===== src/rtl/ped_request_conditioner_pkg.sv =====
// Shared traffic-light definitions.
// State encoding and board-level constants.
package ped_request_conditioner_pkg;

  typedef enum logic [1:0] {
    IDLE      = 2'd0,
    REQUESTED = 2'd1,
    LOCKOUT   = 2'd2
  } ped_state_t;

  localparam int   TICK_12MHZ = 12_000_000;
  localparam logic LED_ON     = 1'b0;

endpackage


===== src/rtl/ped_request_conditioner_btn_debounce.sv =====
// Push-button synchronizer and debouncer.
// Emits a clean level and a press strobe.
module btn_debounce #(
  parameter int DEBOUNCE_CYCLES = 240000,
  parameter int BTN_ACTIVE_LOW  = 1
) (
  input  logic clk,
  input  logic rst,
  input  logic btn_raw,
  output logic btn_clean,
  output logic press
);

  localparam int   CW  = $clog2(DEBOUNCE_CYCLES);
  localparam logic AL  = (BTN_ACTIVE_LOW != 0);
  localparam logic [CW-1:0] CNT_LAST =
    CW'(DEBOUNCE_CYCLES - 1);

  logic          s1;
  logic          s2;
  logic          s2_n;
  logic          stable;
  logic          stable_d;
  logic [CW-1:0] cnt;

  // Two-flop synchronizer, parked at the released level
  always_ff @(posedge clk or negedge rst) begin
    if (!rst) begin
      s1 <= AL;
      s2 <= AL;
    end else begin
      s1 <= btn_raw;
      s2 <= s1;
    end
  end

  assign s2_n = s2 ^ AL;

  // Accept a new level only after it held long enough
  always_ff @(posedge clk or negedge rst) begin
    if (!rst) begin
      cnt      <= '0;
      stable   <= 1'b0;
      stable_d <= 1'b0;
    end else begin
      stable_d <= stable;
      if (s2_n == stable) begin
        cnt <= '0;
      end else if (cnt == CNT_LAST) begin
        stable <= s2_n;
        cnt    <= '0;
      end else begin
        cnt <= cnt + CW'(1);
      end
    end
  end

  assign btn_clean = stable;
  assign press     = stable & ~stable_d;

endmodule


===== src/rtl/ped_request_conditioner.sv =====
// Pedestrian request conditioner.
// Holds a request until served, then locks out.
module ped_request_conditioner
  import ped_request_conditioner_pkg::*;
#(
  parameter int DEBOUNCE_CYCLES = 240000,
  parameter int TICK_CYCLES     = TICK_12MHZ,
  parameter int LOCKOUT_SEC     = 5,
  parameter int BTN_ACTIVE_LOW  = 1
) (
  input  logic       clk,
  input  logic       rst,
  input  logic       btn_raw,
  input  logic       cycle_done,
  output logic       req,
  output logic       req_pulse,
  output logic       btn_clean,
  output logic       pending_led,
  output logic       lockout,
  output logic [7:0] press_cnt
);

  localparam int TW = $clog2(TICK_CYCLES);
  localparam int SW = (LOCKOUT_SEC < 1) ? 1
                    : $clog2(LOCKOUT_SEC + 1);
  localparam logic NO_LOCK = (LOCKOUT_SEC == 0);
  localparam logic [TW-1:0] TICK_LAST =
    TW'(TICK_CYCLES - 1);
  localparam logic [SW-1:0] SEC_LAST =
    SW'((LOCKOUT_SEC > 0) ? LOCKOUT_SEC - 1 : 0);

  ped_state_t    state;
  ped_state_t    nstate;
  logic          press;
  logic          pending;
  logic          pend_n;
  logic          pulse_n;
  logic          req_n;
  logic [TW-1:0] tick;
  logic [TW-1:0] tick_n;
  logic [SW-1:0] sec;
  logic [SW-1:0] sec_n;

  btn_debounce #(
    .DEBOUNCE_CYCLES(DEBOUNCE_CYCLES),
    .BTN_ACTIVE_LOW (BTN_ACTIVE_LOW)
  ) u_deb (
    .clk      (clk),
    .rst      (rst),
    .btn_raw  (btn_raw),
    .btn_clean(btn_clean),
    .press    (press)
  );

  // Next state, pending flag and lockout timing
  always_comb begin
    nstate  = state;
    pend_n  = pending;
    pulse_n = 1'b0;
    tick_n  = tick;
    sec_n   = sec;
    unique case (state)
      IDLE: begin
        if (press) begin
          nstate  = REQUESTED;
          pulse_n = 1'b1;
        end
      end
      REQUESTED: begin
        if (cycle_done) begin
          if (NO_LOCK) begin
            nstate  = press ? REQUESTED : IDLE;
            pulse_n = press;
          end else begin
            nstate = LOCKOUT;
            pend_n = press;
            tick_n = '0;
            sec_n  = '0;
          end
        end
      end
      LOCKOUT: begin
        if (tick == TICK_LAST) begin
          tick_n = '0;
          sec_n  = sec + SW'(1);
        end else begin
          tick_n = tick + TW'(1);
        end
        if (tick == TICK_LAST && sec == SEC_LAST) begin
          nstate  = (pending | press) ? REQUESTED : IDLE;
          pulse_n = pending | press;
          pend_n  = 1'b0;
        end else if (press) begin
          pend_n = 1'b1;
        end
      end
      default: begin
        nstate = IDLE;
        pend_n = 1'b0;
      end
    endcase
  end

  assign req_n = (nstate == REQUESTED);

  // State, counters and registered outputs
  always_ff @(posedge clk or negedge rst) begin
    if (!rst) begin
      state       <= IDLE;
      pending     <= 1'b0;
      tick        <= '0;
      sec         <= '0;
      req         <= 1'b0;
      req_pulse   <= 1'b0;
      lockout     <= 1'b0;
      pending_led <= ~LED_ON;
    end else begin
      state       <= nstate;
      pending     <= pend_n;
      tick        <= tick_n;
      sec         <= sec_n;
      req         <= req_n;
      req_pulse   <= pulse_n;
      lockout     <= (nstate == LOCKOUT);
      pending_led <= (req_n | pend_n) ? LED_ON : ~LED_ON;
    end
  end

  // Saturating count of accepted presses
  always_ff @(posedge clk or negedge rst) begin
    if (!rst) begin
      press_cnt <= 8'd0;
    end else if (press && press_cnt != 8'hFF) begin
      press_cnt <= press_cnt + 8'd1;
    end
  end

endmodule


===== config.mk =====
export PLATFORM = sky130hd
export DESIGN_NAME = ped_request_conditioner
export DESIGN_NICKNAME = d
export VERILOG_FILES = /design/src/rtl/ped_request_conditioner_pkg.sv /design/src/rtl/ped_request_conditioner_btn_debounce.sv /design/src/rtl/ped_request_conditioner.sv
export SDC_FILE = /design/constraint.sdc
export NUM_CORES = 1
export LEC_CHECK = 0
export CELL_PAD_IN_SITES_DETAIL_PLACEMENT = 1
export CELL_PAD_IN_SITES_GLOBAL_PLACEMENT = 1
export CORE_MARGIN = 10
export CORE_UTILIZATION = 30
export DETAILED_ROUTE_END_ITERATION = 12
export GPL_TIMING_DRIVEN = 1
export PLACE_DENSITY = 0.63
export SYNTH_ARGS = -nofsm -noshare
export SYNTH_HDL_FRONTEND = slang
export SYNTH_HIERARCHICAL = 1
export SYNTH_SLANG_ARGS = --single-unit

===== constraint.sdc =====
create_clock -name clk -period 1.92 [get_ports clk]
set_input_delay 0.384 -clock clk [delete_from_list [all_inputs] [get_ports clk]]
set_output_delay 0.384 -clock clk [all_outputs]
set_load 0.02 [all_outputs]

## Yosys cells after proc, flatten, opt, wreduce, memory -nomap -nowiden

Cells that the tools add are included.

| word-level totals | value |
|---|---|
| input port bits | 4 |
| register bits after elaboration | 64 |

| cells by class | value |
|---|---|
| equal/unequal tests | 11 |
| add/subtract/negate cells | 4 |
| bitwise operators | 6 |
| reductions and logical operators | 7 |
| muxes and demuxes | 21 |

Operators by type and width:

| operator | count |
|---|---|
| 2-to-1 mux 24 bit | 2 |
| one-hot mux 24 bit (2 select lines) | 1 |
| 2-to-1 mux 18 bit | 2 |
| adder 24 x 1 -> 24 bit, second input constant | 1 |
| equality test 24 bit, second input constant | 1 |
| adder 18 x 1 -> 18 bit, second input constant | 1 |
| equality test 18 bit, second input constant | 1 |
| adder 8 x 1 -> 8 bit, second input constant | 1 |
| != test 8 bit, second input constant | 1 |
| 2-to-1 mux 1 bit | 7 |
| 2-to-1 mux 2 bit | 3 |
| 2-to-1 mux 3 bit | 2 |
| one-hot mux 2 bit (3 select lines) | 1 |
| one-hot mux 3 bit (2 select lines) | 1 |
| equality test 2 x 1 -> 1 bit, second input constant | 2 |
| equality test 2 bit, second input constant | 2 |
| != test 2 bit, second input constant | 2 |
| AND reduction 2 bit | 2 |
| adder 3 x 1 -> 3 bit, second input constant | 1 |
| equality test 3 bit, second input constant | 1 |
| inverter 1 bit | 3 |
| one-hot mux 1 bit (3 select lines) | 1 |
| AND reduction 3 bit | 1 |
| logical AND 1 bit | 2 |
| other kinds (6) | 7 |

## Longest topological paths before layout

| depth | value |
|---|---|
| depth in word-level cells | 9 |
| mapped depth | 7 |
| depth with buffers taken out | 6 |

## By module

The synthesis kept the hierarchy.

By module, submodules not included:

| module | area each (um^2) | instances | cells each |
|---|---|---|---|
| ped_request_conditioner | 2,339.7 | 1 | 250 |
| btn_debounce | 1,054.8 | 1 | 101 |

## Least setup slack after synthesis

No wires, ideal clock.

| timing | value |
|---|---|
| path type | register to register |
| start | reg tick[19] |
| end | reg tick[18] |
| stages on the path, launching flop included | 8 |
| setup slack | 0.004 ns |
| setup time | 0.118 ns |
| arrival time | 1.798 ns |
| required time | 1.802 ns |
| cell sequence | dfrtp_1 > buf_6 > or4_4 > nor4_4 > a21oi_2 > buf_2 > a21o_1 > a21o_1 |

| between the ends | value |
|---|---|
| cells in the longest elaborated chain, start to end | 3 |

RTL lines:

| item | line | source |
|---|---|---|
| from (decl) | ped_request_conditioner.sv:39 | `logic [TW-1:0] tick;` |
| from (signal assigned) | ped_request_conditioner.sv:120 | `tick <= tick_n;` |
| equality test 24 bit | ped_request_conditioner.sv:83 | `if (tick == TICK_LAST) begin` |
| 2-to-1 mux 24 bit | ped_request_conditioner.sv:83 |  |
| one-hot mux 24 bit (2 select lines) | ped_request_conditioner.sv:62 | `unique case (state)` |

No other way between the ends.
A chain may end at the register's enable or synchronous reset.

## Worst setup path in the final report

| timing | value |
|---|---|
| start | reg tick[14] |
| end | reg tick[0] |

The elaborated chain is that of the path after synthesis.

==> results.txt <==
FMAX -> 537 MHz
Die X -> 126 um
Hold WC Path Type -> in -> async
Cell Area, Placed -> 3970 um2
Worst r2r src -> tick[14]
CORE AREA -> 10900 um2
Initial antenna violation count -> 0
Design area -> 4400 um2
DRC Markers -> 0
Buffers added on ports -> 16
Root Driver -> clkbuf_16
WP data arrival -> 2080 ps
Max cap viols -> 0
Antenna cells -> 0
Vias in the first global route -> 2988
Dpl hpwl -> 6250 um
Chip Height -> 126 um
Pwr Density -> 740 nW/um2
Ratio of cells with drive above 1 in the final layout -> 20.9%
P_leak -> 1.86 nW
CP Max Fanout -> 12
Final hold vios -> 0
Mapped Area -> 3390 um2
Detailed Routing Iterations Pass 1 -> 4
VDD IR-drop max -> 0.438 mV
Synth cell types -> 50
Synth async-reset ratio -> 100%
Synth top cells by count -> dfrtp_1 (61), nand2_1 (31), nor2_1 (30)
Worst slew margin -> 70.8%
Number of core rows -> 38
Tot Pwr -> 3.25 mW
Critical path type -> reg -> reg
EDFF count, synth -> 0
Max clock buf depth -> 2
Yosys reg bits -> 64
Syn Inst Count -> 351
Post-synthesis sequential area ratio -> 47.3%
RSZ-0062 raised after global routing -> true
Clock Sinks -> 64
Pin count of the biggest net entering global routing -> 65
Tcrit/Tclk final -> 96.9%
Hold buffers post-CTS -> 0
Ranking of synthesized cells by area -> dfrtp_1 (45%), nand4_1 (3.9%), nand3_1 (3.7%)
Crit path from -> tick[14]
Area Overhead vs Synth -> 29.6%
Post-synth top area share -> 45.0%
Dominant synthesized flop cell -> dfrtp_1
Worst-path clk slew -> 60 ps
Syn_area_per_cell -> 9.67 um2
Final GP Congestion -> 0.863
CTS tree -> built
Starting DRT DRC Count -> 263
Leading area contributor after synthesis -> dfrtp_1
Post-detailed-route wirelength per cell -> 16.4 um
Gr usage total -> 11.5%
Drt total wl -> 9060 um
Number of vias per cell -> 5.18
Status -> complete, no violations
Worst-Margin Slew -> 434 ps
Worst EP required -> 2140 ps
GR Overflow Total -> 0
Top-count cell post-synth -> dfrtp_1
Syn. warnings -> 6
CTS buffer count -> 9
Total number of vias -> 2862
Io pins -> 17
Starting Density -> 31.0%
H-tree lvl count -> 3
# nets final -> 416
Final worst path period need -> 1860 ps
Mapped Nets -> 360
Worst-skew pair later-pin latency -> 330 ps
Die ar. -> 16000 um2
Worst setup SP type -> flip-flop
First-pass GRT wire length -> 15300 um
Skew final -> 7.09 ps
Final Slew Violations -> 0
Final setup viols -> 0
CP Capture Type -> flip-flop
Post-DRT Antenna Nets -> 0
-- cell families (layout without fill, tap and decap cells) --
family	Yosys count	in the layout	synth area share, %
mux	12	12	3.61
simple gates	154	154	24.5
fa+ha+maj	5	5	1.84
compound gates	68	68	12.8
flops	64	64	47.3
xor+xnor	22	22	5.68
buf+inv	26	87	4.31
-- critical path, stage by stage, from the launching register on --
cell     delay (ps)
dfrtp_1         370
or4_4           540
nor4_4          150
buf_4           160
a21oi_4          90
buf_12          170
mux2_2          260
-- timing repair --
item                       CTS  global route
buffers inserted             0             1
gates resized for setup      2            17
setup endpoints to repair    2            20
pin swaps                    0             5
-- flip-flops by register name, summed over array words and instances (netlist names), 2 cells and up --
| signal | count |
|---|---|
| sec | 3 |
| state | 2 |
| tick | 24 |
| press_cnt | 8 |
| u_deb/cnt | 18 |
-- through the flow --
step                utilization (%)  instances  hold WS [ps]  setup slack, ps  setup TNS [ps]
floorplan                         -        351          88.4             3.74               0
global placement               36.3        535           351             25.7               0
detailed placement             36.3        535           350            -17.6           -17.6
CTS                            39.4        551          73.8            -2.51           -2.51
global route                   40.2        552          89.2            -21.2           -45.3
finish                         40.2        552          53.5             58.8               0
-- cells in the final DEF (no fill, tap or decap), types with 9 or more instances in the layout --
cell	synthesis	layout
a21oi_1	23	19
nand2_1	31	31
nand3_1	25	25
dfrtp_1	61	61
inv_1	10	10
nor2_1	30	29
o21ai_0	18	18
clkdlybuf4s50_1	0	15
buf_4	0	41
xor2_1	9	9
clkbuf_16	0	9
nand4_1	21	21
xnor2_1	13	13
mux2i_1	10	10
-- final timing paths --
check	to	slack, ps	cells after the start
max	tick[0]	60	6
min	u_deb/cnt[17]	50	2
max reg2reg	tick[0]	60	6
min reg2reg	u_deb/s2	360	0
max in group asynchronous	pending_led	1540	2
min in group clk	u_deb/s2	360	0
-- cell type report --
type                    instances  area, um2
repair buffers                 61        534
multi-input cells             261       1710
flip-flops and latches         64       1610
inverters                      10       37.5
clock inverters                 2       60.1
well taps                     140        175
clock buffers                  14        274
fillers                      1248       6540
-- metal layers --
metal,part of all wire (%),track usage [%],vias up
li1,-,-,1405
met1,50,14.9,1414
met2,46,17.8,32
met3,3.8,3.79,11
met4,1.1,3.42,0
met5,0,0,-
-- report_power, final --
part	switching, mW	total (mW)	internal [mW]
logic	0.0410	0.0599	0.0189
registers	0.00651	1.37	1.36
clock network	0.583	1.83	1.24
total	0.631	3.25	2.62
No activity file was read; power rests on OpenSTA's default activity.
